==> src/rtl/spi_pkg.sv <==
// Shared types and constants for the SPI master shift engine.
// Mode index is {cpol, cpha}.
package spi_pkg;

  typedef enum logic {
    ST_IDLE = 1'b0,
    ST_XFER = 1'b1
  } state_t;

  localparam logic [1:0] MODE0 = 2'd0;
  localparam logic [1:0] MODE1 = 2'd1;
  localparam logic [1:0] MODE2 = 2'd2;
  localparam logic [1:0] MODE3 = 2'd3;

endpackage

==> src/rtl/spi_sck_gen.sv <==
// SCK divider and edge counter: emits one strobe per SCK edge,
// classified as leading/trailing, plus the final edge of the frame.
module spi_sck_gen #(
  parameter int DATA_WIDTH = 8,
  parameter int CLK_DIV    = 2
) (
  input  logic i_clk,
  input  logic i_rst,
  input  logic i_run,
  input  logic i_cpol,
  input  logic i_cpol_q,
  output logic o_sclk,
  output logic o_lead_stb,
  output logic o_trail_stb,
  output logic o_last_edge
);

  localparam int DW = $clog2(CLK_DIV + 1);
  localparam int EW = $clog2(2 * DATA_WIDTH + 1);
  localparam logic [DW-1:0] DIV_MAX = DW'(CLK_DIV - 1);
  localparam logic [EW-1:0] EDGE_LAST = EW'(2 * DATA_WIDTH - 1);

  logic [DW-1:0] r_div;
  logic [EW-1:0] r_edge;
  logic          r_sclk;
  logic          w_tc;
  logic [EW-1:0] w_edge_nxt;

  assign w_tc       = i_run && (r_div == DIV_MAX);
  assign w_edge_nxt = r_edge + 1'b1;

  // Odd edge numbers are leading edges, even ones trailing.
  assign o_lead_stb  = w_tc && w_edge_nxt[0];
  assign o_trail_stb = w_tc && !w_edge_nxt[0];
  assign o_last_edge = w_tc && (r_edge == EDGE_LAST);
  assign o_sclk      = r_sclk;

  always_ff @(posedge i_clk) begin
    if (i_rst) begin
      r_div  <= '0;
      r_edge <= '0;
      r_sclk <= 1'b0;
    end else if (!i_run) begin
      r_div  <= '0;
      r_edge <= '0;
      r_sclk <= i_cpol;
    end else begin
      r_div <= w_tc ? '0 : r_div + 1'b1;
      if (w_tc) begin
        r_edge <= o_last_edge ? '0 : w_edge_nxt;
        r_sclk <= o_last_edge ? i_cpol_q : !r_sclk;
      end
    end
  end

endmodule

==> src/rtl/spi_shift_engine.sv <==
// SPI master shift engine: handshake FSM, tx/rx shift registers,
// all four CPOL/CPHA modes and selectable bit order.
module spi_shift_engine
  import spi_pkg::*;
#(
  parameter int DATA_WIDTH = 8,
  parameter int CLK_DIV    = 2
) (
  input  logic                  i_clk,
  input  logic                  i_rst,
  input  logic                  i_start,
  input  logic [DATA_WIDTH-1:0] i_tx_data,
  input  logic                  i_cpol,
  input  logic                  i_cpha,
  input  logic                  i_lsb_first,
  input  logic                  i_miso,
  output logic                  o_ready,
  output logic                  o_busy,
  output logic                  o_done,
  output logic [DATA_WIDTH-1:0] o_rx_data,
  output logic                  o_sclk,
  output logic                  o_mosi
);

  localparam int W = DATA_WIDTH;

  state_t         r_state;
  state_t         w_state_nxt;
  logic [W-1:0]   r_tx;
  logic [W-1:0]   r_rx;
  logic [W-1:0]   r_rx_data;
  logic [W-1:0]   w_rx_nxt;
  logic           r_mosi;
  logic           r_done;
  logic           r_cpol;
  logic           r_cpha;
  logic           r_lsb;
  logic           w_accept;
  logic           w_lead;
  logic           w_trail;
  logic           w_last;
  logic           w_samp;
  logic           w_drive;

  function automatic logic f_head(
    input logic [W-1:0] d,
    input logic         lsb
  );
    return lsb ? d[0] : d[W-1];
  endfunction

  function automatic logic [W-1:0] f_shift(
    input logic [W-1:0] d,
    input logic         lsb
  );
    return lsb ? {1'b0, d[W-1:1]} : {d[W-2:0], 1'b0};
  endfunction

  spi_sck_gen #(
    .DATA_WIDTH(DATA_WIDTH),
    .CLK_DIV   (CLK_DIV)
  ) u_sck (
    .i_clk      (i_clk),
    .i_rst      (i_rst),
    .i_run      (r_state == ST_XFER),
    .i_cpol     (i_cpol),
    .i_cpol_q   (r_cpol),
    .o_sclk     (o_sclk),
    .o_lead_stb (w_lead),
    .o_trail_stb(w_trail),
    .o_last_edge(w_last)
  );

  assign o_ready   = (r_state == ST_IDLE);
  assign o_busy    = (r_state == ST_XFER);
  assign o_done    = r_done;
  assign o_rx_data = r_rx_data;
  assign o_mosi    = r_mosi;
  assign w_accept  = i_start && o_ready;

  // The final trailing edge in CPHA=0 has no next bit to drive.
  assign w_samp  = r_cpha ? w_trail : w_lead;
  assign w_drive = r_cpha ? w_lead : (w_trail && !w_last);

  always_comb begin
    w_rx_nxt = r_rx;
    if (w_samp) begin
      w_rx_nxt = r_lsb ? {i_miso, r_rx[W-1:1]}
                       : {r_rx[W-2:0], i_miso};
    end
  end

  always_comb begin
    w_state_nxt = r_state;
    unique case (r_state)
      ST_IDLE: if (w_accept) w_state_nxt = ST_XFER;
      ST_XFER: if (w_last) w_state_nxt = ST_IDLE;
      default: w_state_nxt = ST_IDLE;
    endcase
  end

  always_ff @(posedge i_clk) begin
    if (i_rst) r_state <= ST_IDLE;
    else       r_state <= w_state_nxt;
  end

  always_ff @(posedge i_clk) begin
    if (i_rst) begin
      r_tx      <= '0;
      r_rx      <= '0;
      r_rx_data <= '1;
      r_mosi    <= 1'b1;
      r_done    <= 1'b0;
      r_cpol    <= 1'b0;
      r_cpha    <= 1'b0;
      r_lsb     <= 1'b0;
    end else begin
      r_done <= 1'b0;
      if (w_accept) begin
        r_cpol <= i_cpol;
        r_cpha <= i_cpha;
        r_lsb  <= i_lsb_first;
        r_rx   <= '0;
        if (i_cpha) begin
          r_tx <= i_tx_data;
        end else begin
          r_mosi <= f_head(i_tx_data, i_lsb_first);
          r_tx   <= f_shift(i_tx_data, i_lsb_first);
        end
      end else if (r_state == ST_XFER) begin
        r_rx <= w_rx_nxt;
        if (w_drive) begin
          r_mosi <= f_head(r_tx, r_lsb);
          r_tx   <= f_shift(r_tx, r_lsb);
        end
        if (w_last) begin
          r_mosi    <= 1'b1;
          r_done    <= 1'b1;
          r_rx_data <= w_rx_nxt;
        end
      end
    end
  end

endmodule

==> config.mk <==
export PLATFORM = sky130hd
export DESIGN_NAME = spi_shift_engine
export DESIGN_NICKNAME = d
export VERILOG_FILES = /design/src/rtl/spi_pkg.sv /design/src/rtl/spi_sck_gen.sv /design/src/rtl/spi_shift_engine.sv
export SDC_FILE = /design/constraint.sdc
export NUM_CORES = 1
export LEC_CHECK = 0
export ABC_AREA = 1
export BUFFER_PORTS_ARGS = -buffer_cell sky130_fd_sc_hd__buf_2
export CORE_ASPECT_RATIO = 1.4
export CORE_MARGIN = 2
export CORE_UTILIZATION = 57
export DETAILED_ROUTE_END_ITERATION = 10
export PLACE_DENSITY = 0.89
export SLEW_MARGIN = 20
export SYNTH_ARGS = -nofsm -noshare
export SYNTH_HDL_FRONTEND = slang
export SYNTH_SLANG_ARGS = --single-unit
==> constraint.sdc <==
create_clock -name i_clk -period 1.6 [get_ports i_clk]
set_input_delay 0.24 -clock i_clk [delete_from_list [all_inputs] [get_ports i_clk]]
set_output_delay 0.24 -clock i_clk [all_outputs]
set_load 0.05 [all_outputs]
==> impl_metrics.sql <==
INSERT INTO impl_metrics (metric_group, metric, value, unit) VALUES
('critical_path', 'reg2regPathDepth', '8', ''),
('cts', 'clk_transition_reported_paths', '0.07', 'ns'),
('critical_path', 'timing.critical_path.mode_cell', 'sky130_fd_sc_hd__nand2_1', ''),
('sta', 'period_share', '0.910', ''),
('critical_path', 'worst_ep_arrival_time', '1.63', 'ns'),
('logic_synthesis', 'ys_ff_latch', '38', ''),
('grt', 'globalRoute.totalOverflow', '0', ''),
('sta', 'worst_slew_pin_slew', '0.448', 'ns'),
('floorplan', 'die_h', '74.8', 'um'),
('floorplan', 'number_of_top_level_pins', '28', ''),
('logic_synthesis', 'synth-async-reset-ratio', '0', ''),
('floorplan', 'core.rowCount', '25', ''),
('critical_path', 'worst_setup_start_kind', 'flop', ''),
('placement', 'hpwl', '3110', 'um'),
('final_layout', 'multi_input_comb_area', '0.00111', 'sq mm'),
('critical_path', 'cpLargestDelayFamily', 'simple AND/OR/NAND/NOR gates', ''),
('sta', 'fin_worst_skew', '0.00638', 'ns'),
('critical_path', 'worstSetupStartpoint', 'u_sck.r_edge[1]', ''),
('placement', 'gpl.final_weighted_congestion', '0.828', ''),
('floorplan', 'floorplan.initialDensity', '0.598', ''),
('sta', 'slew_headroom', '0.700', ''),
('cts', 'clock_path_buffers', '2', ''),
('sta', 'fin_tns_setup', '0', 'ns'),
('floorplan', 'chipWidth', '54.6', 'um'),
('critical_path', 'slowest_delay', '0.37', 'ns'),
('floorplan', 'design.die.area', '0.00408', 'sq mm'),
('final_layout', 'final_stage_net_count', '321', ''),
('logic_synthesis', 'netlist.top_cell.by_area', 'sky130_fd_sc_hd__dfxtp_1', ''),
('sta', 'setup_viol', '0', ''),
('route', 'drt.antenna.violating_nets', '0', ''),
('logic_synthesis', 'synthCells', '277', ''),
('sta', 'fmaxAchievable', '0.687', 'GHz'),
('critical_path', 'critPathCaptureType', 'flop', ''),
('placement', 'dp_worst_setup_slack', '0.0552', 'ns'),
('grt', 'gr-usage-all-layers', '0.237', ''),
('route', 'drt_wl_total', '4200', 'um'),
('final_layout', 'final_cell_area', '0.00229', 'sq mm'),
('sta', 'timing.final.hold_violations', '0', ''),
('final_layout', 'final_layout_fill_cell_count', '312', ''),
('placement', 'dpl_cell_area', '0.00217', 'sq mm'),
('grt', 'grt_max_degree', '26', ''),
('logic_synthesis', 'register_area_share_after_synthesis', '0.373', ''),
('cts', 'cts_htree_levels', '2', ''),
('sta', 'period_needed', '1.46', 'ns'),
('critical_path', 'timing.critical_path.depth', '8', ''),
('placement', 'io_buffer_count', '27', ''),
('logic_synthesis', 'synthesis.nets', '294', ''),
('critical_path', 'worst-path-max-fanout', '9', ''),
('job', 'drv_cap', '0', ''),
('logic_synthesis', 'synth_enable_flop_cells', '0', ''),
('cts', 'postCtsHoldBufs', '0', ''),
('min_path', 'hold_path_class', 'input port to flop', ''),
('outcome', 'status', 'completed', ''),
('final_layout', 'diodes', '0', ''),
('critical_path', 'cp.buffers_inverters', '0', ''),
('logic_synthesis', 'yosysTopAreaCellShare', '0.373', ''),
('critical_path', 'timing_worst_setup_path_type', 'flop to flop', ''),
('sta', 'final.setup.worst_slack', '0.144', 'ns'),
('critical_path', 'worst-endpoint-required', '1.78', 'ns'),
('logic_synthesis', 'syn-cell-area', '0.00204', 'sq mm'),
('route', 'first_iter_violations', '34', ''),
('final_layout', 'layout-area-overhead-vs-synth', '12.1', '%'),
('power_and_ir_drop', 'leakage', '0.981', 'nW'),
('route', 'vias', '1871', ''),
('critical_path', 'crit_path_end', 'r_tx[5]', ''),
('power_and_ir_drop', 'powerDensity', '858', 'mW/mm^2'),
('logic_synthesis', 'yosysMostFrequentCell', 'sky130_fd_sc_hd__nand2_1', ''),
('cts', 'cts-buffers-inserted', '5', ''),
('grt', 'grt_pass1_vias', '1731', ''),
('logic_synthesis', 'synth_common_cells', 'sky130_fd_sc_hd__nand2_1 (59), sky130_fd_sc_hd__dfxtp_1 (38), sky130_fd_sc_hd__inv_1 (29), sky130_fd_sc_hd__nor2_1 (29), sky130_fd_sc_hd__o21ai_0 (26)', ''),
('floorplan', 'core_area', '0.00341', 'sq mm');
registers in the layout, indices dropped and copies added (netlist names):
register,flops
r_rx,8
u_sck.o_sclk,1
u_sck.r_div,2
o_done,1
r_cpha,1
o_rx_data,8
o_mosi,1
r_cpol,1
o_busy,1
u_sck.r_edge,5
r_tx,8
r_lsb,1
where the power goes:
group	internal, mW	switching, mW
logic	0.0934	0.193
clock network	0.346	0.335
registers	0.974	0.0223
worst min path at each step:
stage / endpoint / cells past startpoint / slack, ns / from
2_1_floorplan: o_done / 1 / 0.36 / i_rst
3_3_place_gp: u_sck.r_div[0] / 1 / 0.41 / u_sck.r_div[0]
3_5_place_dp: u_sck.r_div[0] / 1 / 0.42 / u_sck.r_div[0]
4_1_cts: o_busy / 3 / 0.22 / i_start
5_1_grt: r_cpol / 3 / 0.23 / i_cpol
6_report: o_busy / 3 / 0.22 / i_start
stage by stage:
| stage | power (mW) | utilization | hold slack (ns) | cells |
|---|---|---|---|---|
| 2_1_floorplan | 1.23 | - | 0.356 | 277 |
| 3_3_place_gp | 1.29 | 0.638 | 0.405 | 337 |
| 3_5_place_dp | 1.30 | 0.638 | 0.421 | 337 |
| 4_1_cts | 1.98 | 0.666 | 0.218 | 345 |
| 5_1_grt | 2.05 | 0.671 | 0.231 | 345 |
| 6_report | 1.96 | 0.671 | 0.222 | 345 |
worst reg2reg max path, cell delays in order (launching register included):
cell	delay, ns
sky130_fd_sc_hd__dfxtp_1	0.37
sky130_fd_sc_hd__ha_1	0.18
sky130_fd_sc_hd__nand2_1	0.12
sky130_fd_sc_hd__nor2_4	0.14
sky130_fd_sc_hd__nand2_1	0.12
sky130_fd_sc_hd__nand3_4	0.13
sky130_fd_sc_hd__nand3_4	0.13
sky130_fd_sc_hd__nand2_1	0.09
sky130_fd_sc_hd__a21oi_1	0.06
cells by family after synthesis:
logic type,share of synthesized area
flip-flops,0.373
AND/OR/NAND/NOR,0.301
adder cells (fa/ha/maj),0.0123
XOR/XNOR,0.00430
buffers and inverters,0.0914
AO/OA/AOI/OAI,0.218
routing by layer:
layer	up-vias	global-route usage	part of all wire
li1	962	-	-
met3	9	0.0536	0.052
met2	51	0.418	0.51
met1	849	0.250	0.41
met4	0	0.136	0.029
met5	-	0	0
area by class of cell:
type,count,share of cell area
Sequential cell,38,0.334
Clock buffer,6,0.0361
Inverter,32,0.0525
Tap cell,40,0.0219
Multi-Input combinational cell,198,0.485
Timing Repair Buffer,29,0.0656
Clock inverter,2,0.00547
repair_timing:
action                     4_1_cts  5_1_grt
resized for setup                0        4
setup endpoints to repair        0       17
buffers inserted                 0        0
cells in the final DEF, fill, tap and decap left out, drive strengths merged:
cell type and n:
o211ai 5, nor3 4, a21oi 30, a211oi 1
clkinvlp 1, clkinv 1, o21ai 34, inv 32
o22ai 2, nand3 9, buf 29, nor2 33
dfxtp 38, nand2 69, xor2 1, clkbuf 6
nand4 8, ha 2
Power figures use the tool's default switching activity.
